--- config.mk ---
export PLATFORM = sky130hd
export DESIGN_NAME = reaction_test_ctrl_flat
export DESIGN_NICKNAME = d
export VERILOG_FILES = /design/src/rtl/reaction_test_ctrl_if.sv /design/src/rtl/reaction_test_ctrl.sv /design/src/flat_wrapper.sv
export SDC_FILE = /design/constraint.sdc
export NUM_CORES = 1
export LEC_CHECK = 0
export BUFFER_PORTS_ARGS = -buffer_cell sky130_fd_sc_hd__buf_4
export CAP_MARGIN = 0
export CORE_AREA = 5 5 99 101
export CTS_BUF_LIST = sky130_fd_sc_hd__clkbuf_8
export CTS_CLUSTER_DIAMETER = 50
export DETAILED_ROUTE_END_ITERATION = 10
export DIE_AREA = 0 0 104 106
export PLACE_DENSITY_LB_ADDON = 0.08
export SYNTH_ARGS = -nofsm -noshare
export SYNTH_HDL_FRONTEND = slang
export SYNTH_SLANG_ARGS = --single-unit
--- constraint.sdc ---
create_clock -name clk -period 5.9 [get_ports clk]
set_input_delay 0.59 -clock clk [delete_from_list [all_inputs] [get_ports clk]]
set_output_delay 0.59 -clock clk [all_outputs]
set_load 0.03 [all_outputs]
--- src/rtl/reaction_test_ctrl_if.sv ---
// Bundle of the reaction game's control inputs and statistics outputs.
// The master side is whatever drives the buttons, tick and mode; the slave
// side is the controller itself.
`timescale 1ns/1ps
interface reaction_test_ctrl_if #(
  parameter int W     = 16,
  parameter int CNT_W = 8
);
  logic                 tick;
  logic                 start;
  logic                 react;
  logic                 rand_done;
  logic                 mode;
  logic                 finish_test;
  logic [2:0]           state;
  logic [W-1:0]         react_time;
  logic [W-1:0]         best_time;
  logic [W+CNT_W-1:0]   sum_time;
  logic [CNT_W-1:0]     round_cnt;
  logic [CNT_W-1:0]     fail_cnt;
  logic                 new_result;
  logic                 done;

  modport master (
    output tick, start, react, rand_done, mode, finish_test,
    input  state, react_time, best_time, sum_time, round_cnt, fail_cnt,
           new_result, done
  );

  modport slave (
    input  tick, start, react, rand_done, mode, finish_test,
    output state, react_time, best_time, sum_time, round_cnt, fail_cnt,
           new_result, done
  );
endinterface

--- src/rtl/reaction_test_ctrl.sv ---
// Reaction-time game controller: single-shot or multi-round sessions with
// its own tick-driven reaction timer, too-fast / timeout fail detection and
// best / sum / round / fail statistics. All outputs come from registers.
`timescale 1ns/1ps
module reaction_test_ctrl #(
  parameter int W         = 16,
  parameter int CNT_W     = 8,
  parameter int MIN_TIME  = 256,
  parameter int TIMEOUT   = 4000,
  parameter int ROUNDS    = 5,
  parameter int MAX_FAILS = 1
) (
  input  logic              clk,
  input  logic              rst,
  reaction_test_ctrl_if.slave bus
);

  typedef enum logic [2:0] {
    IDLE    = 3'b000,
    ARMED   = 3'b001,
    FAIL    = 3'b010,
    GO      = 3'b011,
    RESULT  = 3'b111,
    SUMMARY = 3'b110
  } state_t;

  localparam logic [W-1:0]     LP_MIN    = W'(MIN_TIME);
  localparam logic [W-1:0]     LP_TMO    = W'(TIMEOUT);
  localparam logic [CNT_W-1:0] LP_ROUNDS = CNT_W'(ROUNDS);
  localparam logic [CNT_W-1:0] LP_MAXF   = CNT_W'(MAX_FAILS);

  state_t               r_state, w_next;
  logic [W-1:0]         r_timer;
  logic [W-1:0]         r_react_time;
  logic [W-1:0]         r_best;
  logic [W+CNT_W-1:0]   r_sum;
  logic [CNT_W-1:0]     r_round;
  logic [CNT_W-1:0]     r_fail;
  logic                 r_new_result;
  logic                 r_done;
  logic                 r_mode_q;

  // Transition qualifiers produced alongside the next state
  logic                 w_sess;   // new session begins
  logic                 w_go;     // random wait elapsed, timer restarts
  logic                 w_pass;   // valid reaction, entering RESULT
  logic                 w_fail;   // entering FAIL

  // State register
  always_ff @(posedge clk or posedge rst) begin
    if (rst) r_state <= IDLE;
    else     r_state <= w_next;
  end

  // Next-state decode; react beats rand_done in ARMED and beats timeout in
  // GO, finish_test beats start in RESULT/FAIL
  always_comb begin
    w_next = r_state;
    w_sess = 1'b0;
    w_go   = 1'b0;
    w_pass = 1'b0;
    w_fail = 1'b0;
    case (r_state)
      IDLE, SUMMARY: begin
        if (bus.start) begin
          w_next = ARMED;
          w_sess = 1'b1;
        end
      end
      ARMED: begin
        if (bus.react) begin
          w_next = FAIL;
          w_fail = 1'b1;
        end else if (bus.rand_done) begin
          w_next = GO;
          w_go   = 1'b1;
        end
      end
      GO: begin
        if (bus.react) begin
          if (r_timer < LP_MIN) begin
            w_next = FAIL;
            w_fail = 1'b1;
          end else begin
            w_next = RESULT;
            w_pass = 1'b1;
          end
        end else if (r_timer == LP_TMO) begin
          w_next = FAIL;
          w_fail = 1'b1;
        end
      end
      RESULT: begin
        // round_cnt already includes this round's update here
        if (r_mode_q && (bus.finish_test || r_round == LP_ROUNDS))
          w_next = SUMMARY;
        else if (bus.start)
          w_next = ARMED;
      end
      FAIL: begin
        if (r_mode_q && (bus.finish_test || r_fail >= LP_MAXF))
          w_next = SUMMARY;
        else if (bus.start)
          w_next = ARMED;
      end
      default: w_next = IDLE;
    endcase
  end

  // Reaction timer: cleared when GO is entered, counts ticks, saturates
  always_ff @(posedge clk or posedge rst) begin
    if (rst)
      r_timer <= '0;
    else if (w_go)
      r_timer <= '0;
    else if (r_state == GO && bus.tick && r_timer < LP_TMO)
      r_timer <= r_timer + 1'b1;
  end

  // Session statistics, updated only on the cycle a state is entered
  always_ff @(posedge clk or posedge rst) begin
    if (rst) begin
      r_mode_q     <= 1'b0;
      r_react_time <= '0;
      r_best       <= '1;
      r_sum        <= '0;
      r_round      <= '0;
      r_fail       <= '0;
    end else begin
      if (w_sess) begin
        r_mode_q <= bus.mode;
        r_best   <= '1;
        r_sum    <= '0;
        r_round  <= '0;
        r_fail   <= '0;
      end
      if (w_pass) begin
        // timer value before any same-cycle tick increment
        r_react_time <= r_timer;
        if (r_mode_q) begin
          r_round <= r_round + 1'b1;
          r_sum   <= r_sum + (W+CNT_W)'(r_timer);
          if (r_timer < r_best) r_best <= r_timer;
        end else begin
          r_best <= r_timer;
        end
      end
      if (w_fail && r_mode_q && r_fail != '1)
        r_fail <= r_fail + 1'b1;
    end
  end

  // Registered status flags
  always_ff @(posedge clk or posedge rst) begin
    if (rst) begin
      r_new_result <= 1'b0;
      r_done       <= 1'b0;
    end else begin
      r_new_result <= w_pass;
      r_done       <= (w_next == SUMMARY);
    end
  end

  assign bus.state      = r_state;
  assign bus.react_time = r_react_time;
  assign bus.best_time  = r_best;
  assign bus.sum_time   = r_sum;
  assign bus.round_cnt  = r_round;
  assign bus.fail_cnt   = r_fail;
  assign bus.new_result = r_new_result;
  assign bus.done       = r_done;

endmodule

--- src/flat_wrapper.sv ---
// flat-port wrapper written by rule: the top's interface ports become plain ports
module reaction_test_ctrl_flat 
#(
  parameter int W         = 16,
  parameter int CNT_W     = 8,
  parameter int MIN_TIME  = 256,
  parameter int TIMEOUT   = 4000,
  parameter int ROUNDS    = 5,
  parameter int MAX_FAILS = 1
)
  (clk, rst, bus_tick, bus_start, bus_react, bus_rand_done, bus_mode, bus_finish_test, bus_state, bus_react_time, bus_best_time, bus_sum_time, bus_round_cnt, bus_fail_cnt, bus_new_result, bus_done);
  reaction_test_ctrl_if #(.W(W), .CNT_W(CNT_W)) bus_i ();
  input  logic clk;
  input  logic rst;
  input wire logic [$bits(bus_i.tick)-1:0] bus_tick;
  input wire logic [$bits(bus_i.start)-1:0] bus_start;
  input wire logic [$bits(bus_i.react)-1:0] bus_react;
  input wire logic [$bits(bus_i.rand_done)-1:0] bus_rand_done;
  input wire logic [$bits(bus_i.mode)-1:0] bus_mode;
  input wire logic [$bits(bus_i.finish_test)-1:0] bus_finish_test;
  output wire logic [$bits(bus_i.state)-1:0] bus_state;
  output wire logic [$bits(bus_i.react_time)-1:0] bus_react_time;
  output wire logic [$bits(bus_i.best_time)-1:0] bus_best_time;
  output wire logic [$bits(bus_i.sum_time)-1:0] bus_sum_time;
  output wire logic [$bits(bus_i.round_cnt)-1:0] bus_round_cnt;
  output wire logic [$bits(bus_i.fail_cnt)-1:0] bus_fail_cnt;
  output wire logic [$bits(bus_i.new_result)-1:0] bus_new_result;
  output wire logic [$bits(bus_i.done)-1:0] bus_done;
  assign bus_i.tick = bus_tick;
  assign bus_i.start = bus_start;
  assign bus_i.react = bus_react;
  assign bus_i.rand_done = bus_rand_done;
  assign bus_i.mode = bus_mode;
  assign bus_i.finish_test = bus_finish_test;
  assign bus_state = bus_i.state;
  assign bus_react_time = bus_i.react_time;
  assign bus_best_time = bus_i.best_time;
  assign bus_sum_time = bus_i.sum_time;
  assign bus_round_cnt = bus_i.round_cnt;
  assign bus_fail_cnt = bus_i.fail_cnt;
  assign bus_new_result = bus_i.new_result;
  assign bus_done = bus_i.done;
  reaction_test_ctrl #(.W(W), .CNT_W(CNT_W), .MIN_TIME(MIN_TIME), .TIMEOUT(TIMEOUT), .ROUNDS(ROUNDS), .MAX_FAILS(MAX_FAILS)) u_core (.clk(clk), .rst(rst), .bus(bus_i));
endmodule
==> flow_summary.ini, run 1 <==
[logic_synthesis]
synth.top_cell.area_share_pct = 35.71
syn-mean-instance-area_um2 = 9.903
synth_edf_count = 0
synth_most_common_cell = dfrtp_1
synth_seq_cells = 94
synth.net_count = 599
yosysSeqAreaShare_pct = 43.40
syn_area_um2 = 5466
async_flop_share_pct = 100.0
synth_cell_type_count = 61
synthCells = 552
synth_top_area_cell = dfrtp_1
yosys_most_used_dff = dfrtp_1
synth_common_cells = dfrtp_1 (78), nand2_1 (68), ha_1 (38), o21ai_0 (34)
yosys_warnings = 0
synth.area.top_cells = dfrtp_1 (36%), ha_1 (8.7%), dfstp_2 (7.7%), mux2_2 (6.6%), nand2_1 (4.7%)

[clock_network]
postCtsSetupBuffers = 0
h-tree-depth = 3
cts_max_path_buffers = 2
clkSinkCount = 94
clk_latency_ns = 0.36
post_cts_resized = 0
root_buffer = clkbuf_8
holdBufCountCts = 0
clk_pin_slew_ns = 0.10
numCtsBuffers = 9
tritoncts = yes

[final_layout]
nFillCells = 697
drive_above_1_share_pct = 26.06
nNetsFinal = 679
finalInstanceArea_um2 = 6380
area_delta_synth_final_pct = 16.71
seq_area_um2 = 2372
multi_input_area_um2 = 2918
diodes = 0

[global_routing]
grtUsageTotal_pct = 23.34
grt-ovfl-total = 0
grt_max_degree = 70
grt_pass1_vias = 4254
antenna_found_initial = 0
grt_pass1_wl_um = 21220

[routing]
routed_wl_um = 12590
dr_total_vias = 4494
drc = 0
viasPerCell = 6.008
drt_iter0_drc = 243
wire_per_inst_um = 16.84
drtPass1Iterations = 5
postRouteAntennaNets = 0

[sta]
hold_viol_final = 0
clock_skew_ns = 0.01665
slew_viol_final = 0
finalSetupTns_ns = 0
worst_slew_pin_slew_ns = 0.9894
period_needed_ns = 2.671
whs_ns = 0.2230
relSlewSlack_pct = 33.97
fmax_mhz = 374.4
finalSetupViolations = 0
finalWorstSetupSlack_ns = 3.229
rsz0062_at_grt = no
fin_crit_sh_pct = 45.27

[die]
io_pins = 85
die_y_um = 106
die_x_um = 104
rows = 35
dieArea_um2 = 11020
initial_core_util_pct = 61.19
core_region_area_um2 = 8934

[critical_path]
crit_path_start = u_core.r_timer[8]$_DFFE_PP0P_
arrival_ns = 2.96
cp-end-kind = flip-flop
critPathKind = flip-flop to flip-flop
required_ns = 6.19
crit_path_top_delay_cell = nor2_2
crit_top_cell = nand2_1
crit_chain = nor4_2 > nand2_1 > nand2_1 > nor2_2 > o21ai_2 > mux2_2
reg2reg_from = u_core.r_timer[8]$_DFFE_PP0P_
max_stage_delay_ns = 0.75
reg2regPathDepth = 6
setup.worst_path.start_class = flip-flop
path_max_fanout = 18

[power]
p_leak_nw = 3.225
power.density_nw_per_um2 = 233.3
power_w = 0.001488
ir_drop_uv = 141.3

[place]
post-dp-hpwl_um = 9046
placed_area_um2 = 6185
io_buffers = 84
place_ws_ns = 3.257
place_congestion = 0.8475

[worst_hold_path]
hp-class = input port to async pin

[flow_run]
cap_violations = 0

[run_status]
status = completed
==> kinds of logic after synthesis <==
family | Yosys count | synth area share [%]
AO/OA/AOI/OAI | 112 | 13.48
AND/OR/NAND/NOR | 195 | 17.90
XOR/XNOR | 24 | 3.845
buffers and inverters | 43 | 3.341
flip-flops | 94 | 43.40
adder cells (fa/ha/maj) | 39 | 9.064
multiplexers | 45 | 8.972
==> critical path: cells and delay by family (launching register included) <==
family	cells	cell delay (ns)
AO/OA/AOI/OAI	1	0.48
flip-flops	1	0.60
AND/OR/NAND/NOR	4	1.10
multiplexers	1	0.40
==> stage by stage <==
step	utilization (%)	std cells
after global placement	69.23	732
after detailed placement	69.23	732
after floorplan	-	552
after CTS	71.41	748
final	71.41	748
after global routing	71.41	748
==> routing by layer <==
metal	GRT usage [%]	up-vias	wire length [um]
li1	-	2163	-
met1	32.54	2193	5801
met2	37.48	116	5939
met3	3.582	22	572
met4	7.863	0	281
met5	0	-	0
==> path summary, 6_finish.rpt <==
path                                                      end  slack, ns
hold / removal             u_core.bus.fail_cnt[1]$_DFFE_PP0P_       0.22
min in group clk                  u_core.r_mode_q$_DFFE_PP0P_       0.48
max in group asynchronous    u_core.bus.sum_time[0]$_DFF_PP0_       4.45
hold reg to reg             u_core.bus.sum_time[23]$_DFF_PP0_       0.49
setup reg to reg           u_core.bus.best_time[15]$_DFF_PP1_       3.23
setup / recovery           u_core.bus.best_time[15]$_DFF_PP1_       3.23
==> registers in the layout, summed over array words and instances (netlist names) <==
name and cells:
u_core.bus.done 1, u_core.bus.fail_cnt 8, u_core.bus.best_time 16, u_core.r_timer 16
u_core.bus.state 3, u_core.bus.new_result 1, u_core.bus.sum_time 24, u_core.r_mode_q 1
u_core.bus.round_cnt 8, u_core.bus.react_time 16
==> layout by cell type (no fill, tap or decap), types with 8 or more instances in the layout <==
cell      count
a21oi_1      29
and3_1        9
buf_4        89
clkbuf_8      9
dfrtp_1      78
dfstp_2      16
ha_1         38
inv_1        23
mux2_2       32
mux2i_1      13
nand2_1      68
nand3_1      32
nand4_1      14
nor2_1       27
nor3_1        8
o21ai_0      34
xnor2_1      10
xor2_1       14
==> power breakdown <==
group,switching [W],leakage [nW],internal (W),total [W]
clock,0.000234,0.102,0.000198,0.000432
combinational,0.000203,1.88,0.000112,0.000315
sequential,0.0000672,1.25,0.000674,0.000741
==> layout make-up <==
type,count,area share (%)
Clock buffer,9,1.942
Multi-Input combinational cell,415,45.73
Tap cell,111,2.177
Inverter,23,1.373
Sequential cell,94,37.18
Clock inverter,7,1.118
Timing Repair Buffer,89,10.47
Note: power is estimated with default switching activity, not from simulation.
==> run 2, diff against run 1 <==
--- a/config.mk
+++ b/config.mk
@@ -7,11 +7,11 @@
 export LEC_CHECK = 0
 export BUFFER_PORTS_ARGS = -buffer_cell sky130_fd_sc_hd__buf_4
 export CAP_MARGIN = 0
-export CORE_AREA = 5 5 99 101
+export CORE_AREA = 5 5 108 110
 export CTS_BUF_LIST = sky130_fd_sc_hd__clkbuf_8
 export CTS_CLUSTER_DIAMETER = 50
 export DETAILED_ROUTE_END_ITERATION = 10
-export DIE_AREA = 0 0 104 106
+export DIE_AREA = 0 0 113 115
 export PLACE_DENSITY_LB_ADDON = 0.08
 export SYNTH_ARGS = -nofsm -noshare
 export SYNTH_HDL_FRONTEND = slang
==> constraint.sdc (replaced) <==
create_clock -name clk -period 2.32 [get_ports clk]
set_input_delay 0.232 -clock clk [delete_from_list [all_inputs] [get_ports clk]]
set_output_delay 0.232 -clock clk [all_outputs]
set_load 0.03 [all_outputs]
==> run 2 against run 1 <==
Effect of this change: sequential share of layout area decreased by 4.2 points; sequential cell count unchanged; power increased to 2.7 times the previous value; global-route usage decreased by 1.6 points; count of clock-buffer cells in the layout unchanged; critical path depth increased by 3; via count increased by 5.7%; final cell count increased by 13%; fmax increased by 18%; die area increased by 18%; worst hold slack got worse by 0.17 ns; design area increased by 13%.
==> flow_summary.ini, run 2 (same netlist as run 1, synthesis figures left out) <==
[clock_network]
cts_max_path_buffers = 2
clkSinkCount = 94
clk_pin_slew_ns = 0.10
h-tree-depth = 3
root_buffer = clkbuf_8
numCtsBuffers = 9
tritoncts = yes
clk_latency_ns = 0.39

[critical_path]
timing.rr.end = u_core.bus.best_time[2]$_DFF_PP1_
crit_path_start = u_core.bus.best_time[1]$_DFF_PP1_
arrival_ns = 2.59
cp-endpoint = u_core.bus.best_time[2]$_DFF_PP1_
reg2regPathDepth = 9
cp-end-kind = flip-flop
r2r_setup_slack_ns = 0.05
path_max_fanout = 8
setup.worst_path.start_class = flip-flop
critPathKind = flip-flop to flip-flop
required_ns = 2.64
reg2reg_from = u_core.bus.best_time[1]$_DFF_PP1_

[sta]
worst_slew_pin_slew_ns = 0.6174
rsz0062_at_grt = yes
hold_viol_final = 0
fmax_mhz = 441.2
slew_viol_final = 0
period_needed_ns = 2.267
fin_crit_sh_pct = 97.70
clock_skew_ns = 0.009779
finalSetupViolations = 0
relSlewSlack_pct = 58.75

[place]
placed_area_um2 = 6705
place_congestion = 0.8618
io_buffers = 84
post-dp-hpwl_um = 10430

[routing]
drt_iter0_drc = 315
wire_per_inst_um = 16.75
drc = 0
dr_total_vias = 4749
drtPass1Iterations = 5
routed_wl_um = 14200
viasPerCell = 5.600
postRouteAntennaNets = 0

[final_layout]
nNetsFinal = 750
final_common_cell = buf_4
largest_reg_flops = 24
drive_above_1_share_pct = 39.12
seq_area_um2 = 2385
nFillCells = 818
finalInstanceArea_um2 = 7221
final_util_pct = 68.10
layout.cells.most_common_list = buf_4 (153), dfrtp_1 (68), nand2_1 (66), nand3_1 (31), o21ai_0 (30)
multi_input_area_um2 = 3153
diodes = 0
area_delta_synth_final_pct = 32.09

[die]
dieArea_um2 = 13000
core_region_area_um2 = 10600
rows = 38
die_y_um = 115
initial_core_util_pct = 51.56
io_pins = 85
die_x_um = 113

[power]
p_leak_nw = 3.601
power.density_nw_per_um2 = 552.5
ir_drop_uv = 491.7

[run_status]
status = completed

[global_routing]
grt_pass1_vias = 4499
grt_max_degree = 42
grt_pass1_wl_um = 22490
grtUsageTotal_pct = 21.72
antenna_found_initial = 0
grt-ovfl-total = 0

[flow_run]
cap_violations = 0

[worst_hold_path]
hp-class = input port to flip-flop
min_from = bus_mode
[run 2: cell count changes in the layout (fill, tap and decap cells not counted), moves of 4 or more]
cell,before,now
buf_4,89,153
dfrtp_1,78,68
dfrtp_2,0,10
ha_1,38,28
mux2_2,32,22
mux2_4,0,10
ha_4,0,7
inv_1,23,16
inv_2,0,7
buf_6,0,4
o21ai_0,34,30
o21ai_1,0,4
[run 2: timing repair]
action | 4_1_cts | 5_1_grt
gates resized for setup | 4 | 54
endpoints found under the setup margin | 18 | 38
pin swaps | 0 | 17
endpoints found under the hold margin | 19 | 0
setup buffers | 0 | 15
hold buffers | 1 | 0
[run 2: where the power goes]
group / internal [W] / leakage [nW] / total [W] / switching, W
Combinational: 0.000485 / 2.28 / 0.00116 / 0.000679
Sequential: 0.00171 / 1.23 / 0.00180 / 0.0000892
Clock: 0.000391 / 0.0870 / 0.00102 / 0.000630
Total: 0.00259 / 3.60 / 0.00399 / 0.00140
[run 2: worst min-delay path by stage]
stage / end / cells past startpoint / slack, ns
global placement: u_core.bus.fail_cnt[4]$_DFFE_PP0P_ / 2 / 0.35
CTS: u_core.r_mode_q$_DFFE_PP0P_ / 3 / 0.06
detailed placement: u_core.bus.fail_cnt[2]$_DFFE_PP0P_ / 2 / 0.34
finish: u_core.r_mode_q$_DFFE_PP0P_ / 3 / 0.06
global route: u_core.r_mode_q$_DFFE_PP0P_ / 3 / 0.09
floorplan: u_core.r_mode_q$_DFFE_PP0P_ / 2 / 0.35
[run 2: per-layer routing]
layer | part of all wire (%) | track usage, % | vias up
li1 | - | - | 2298
met1 | 46 | 30.11 | 2331
met2 | 47 | 34.99 | 103
met3 | 4.7 | 3.211 | 17
met4 | 1.6 | 7.692 | 0
met5 | 0 | 0 | -
[run 2: stage by stage]
stage / cells / setup TNS (ns) / total power, W / worst slack (ns) / hold WS (ns)
floorplan: 552 / 0 / 0.002475 / 0.0001987 / 0.3488
global placement: 818 / 0 / 0.002867 / 0.01042 / 0.3457
detailed placement: 818 / -0.04460 / 0.002889 / -0.03995 / 0.3439
CTS: 835 / -0.03867 / 0.003914 / -0.02788 / 0.05807
global route: 848 / -0.3376 / 0.004192 / -0.07253 / 0.08758
finish: 848 / 0 / 0.003989 / 0.05332 / 0.05605
[run 2: critical path: stages, from the launching register on]
cell	delay [ns]
dfstp_2	0.57
inv_2	0.04
ha_1	0.30
o21ai_1	0.12
a21oi_1	0.06
o311a_1	0.33
a2111oi_4	0.22
o21ai_2	0.11
buf_6	0.16
mux2_4	0.30
[run 2: layout make-up]
| class | instances | share of cell area (%) |
|---|---|---|
| repair buffers | 160 | 17.22 |
| clock inverters | 7 | 0.6931 |
| clock buffers | 9 | 1.715 |
| well taps | 140 | 2.426 |
| multi-input cells | 415 | 43.67 |
| inverters | 23 | 1.248 |
| flip-flops and latches | 94 | 33.03 |
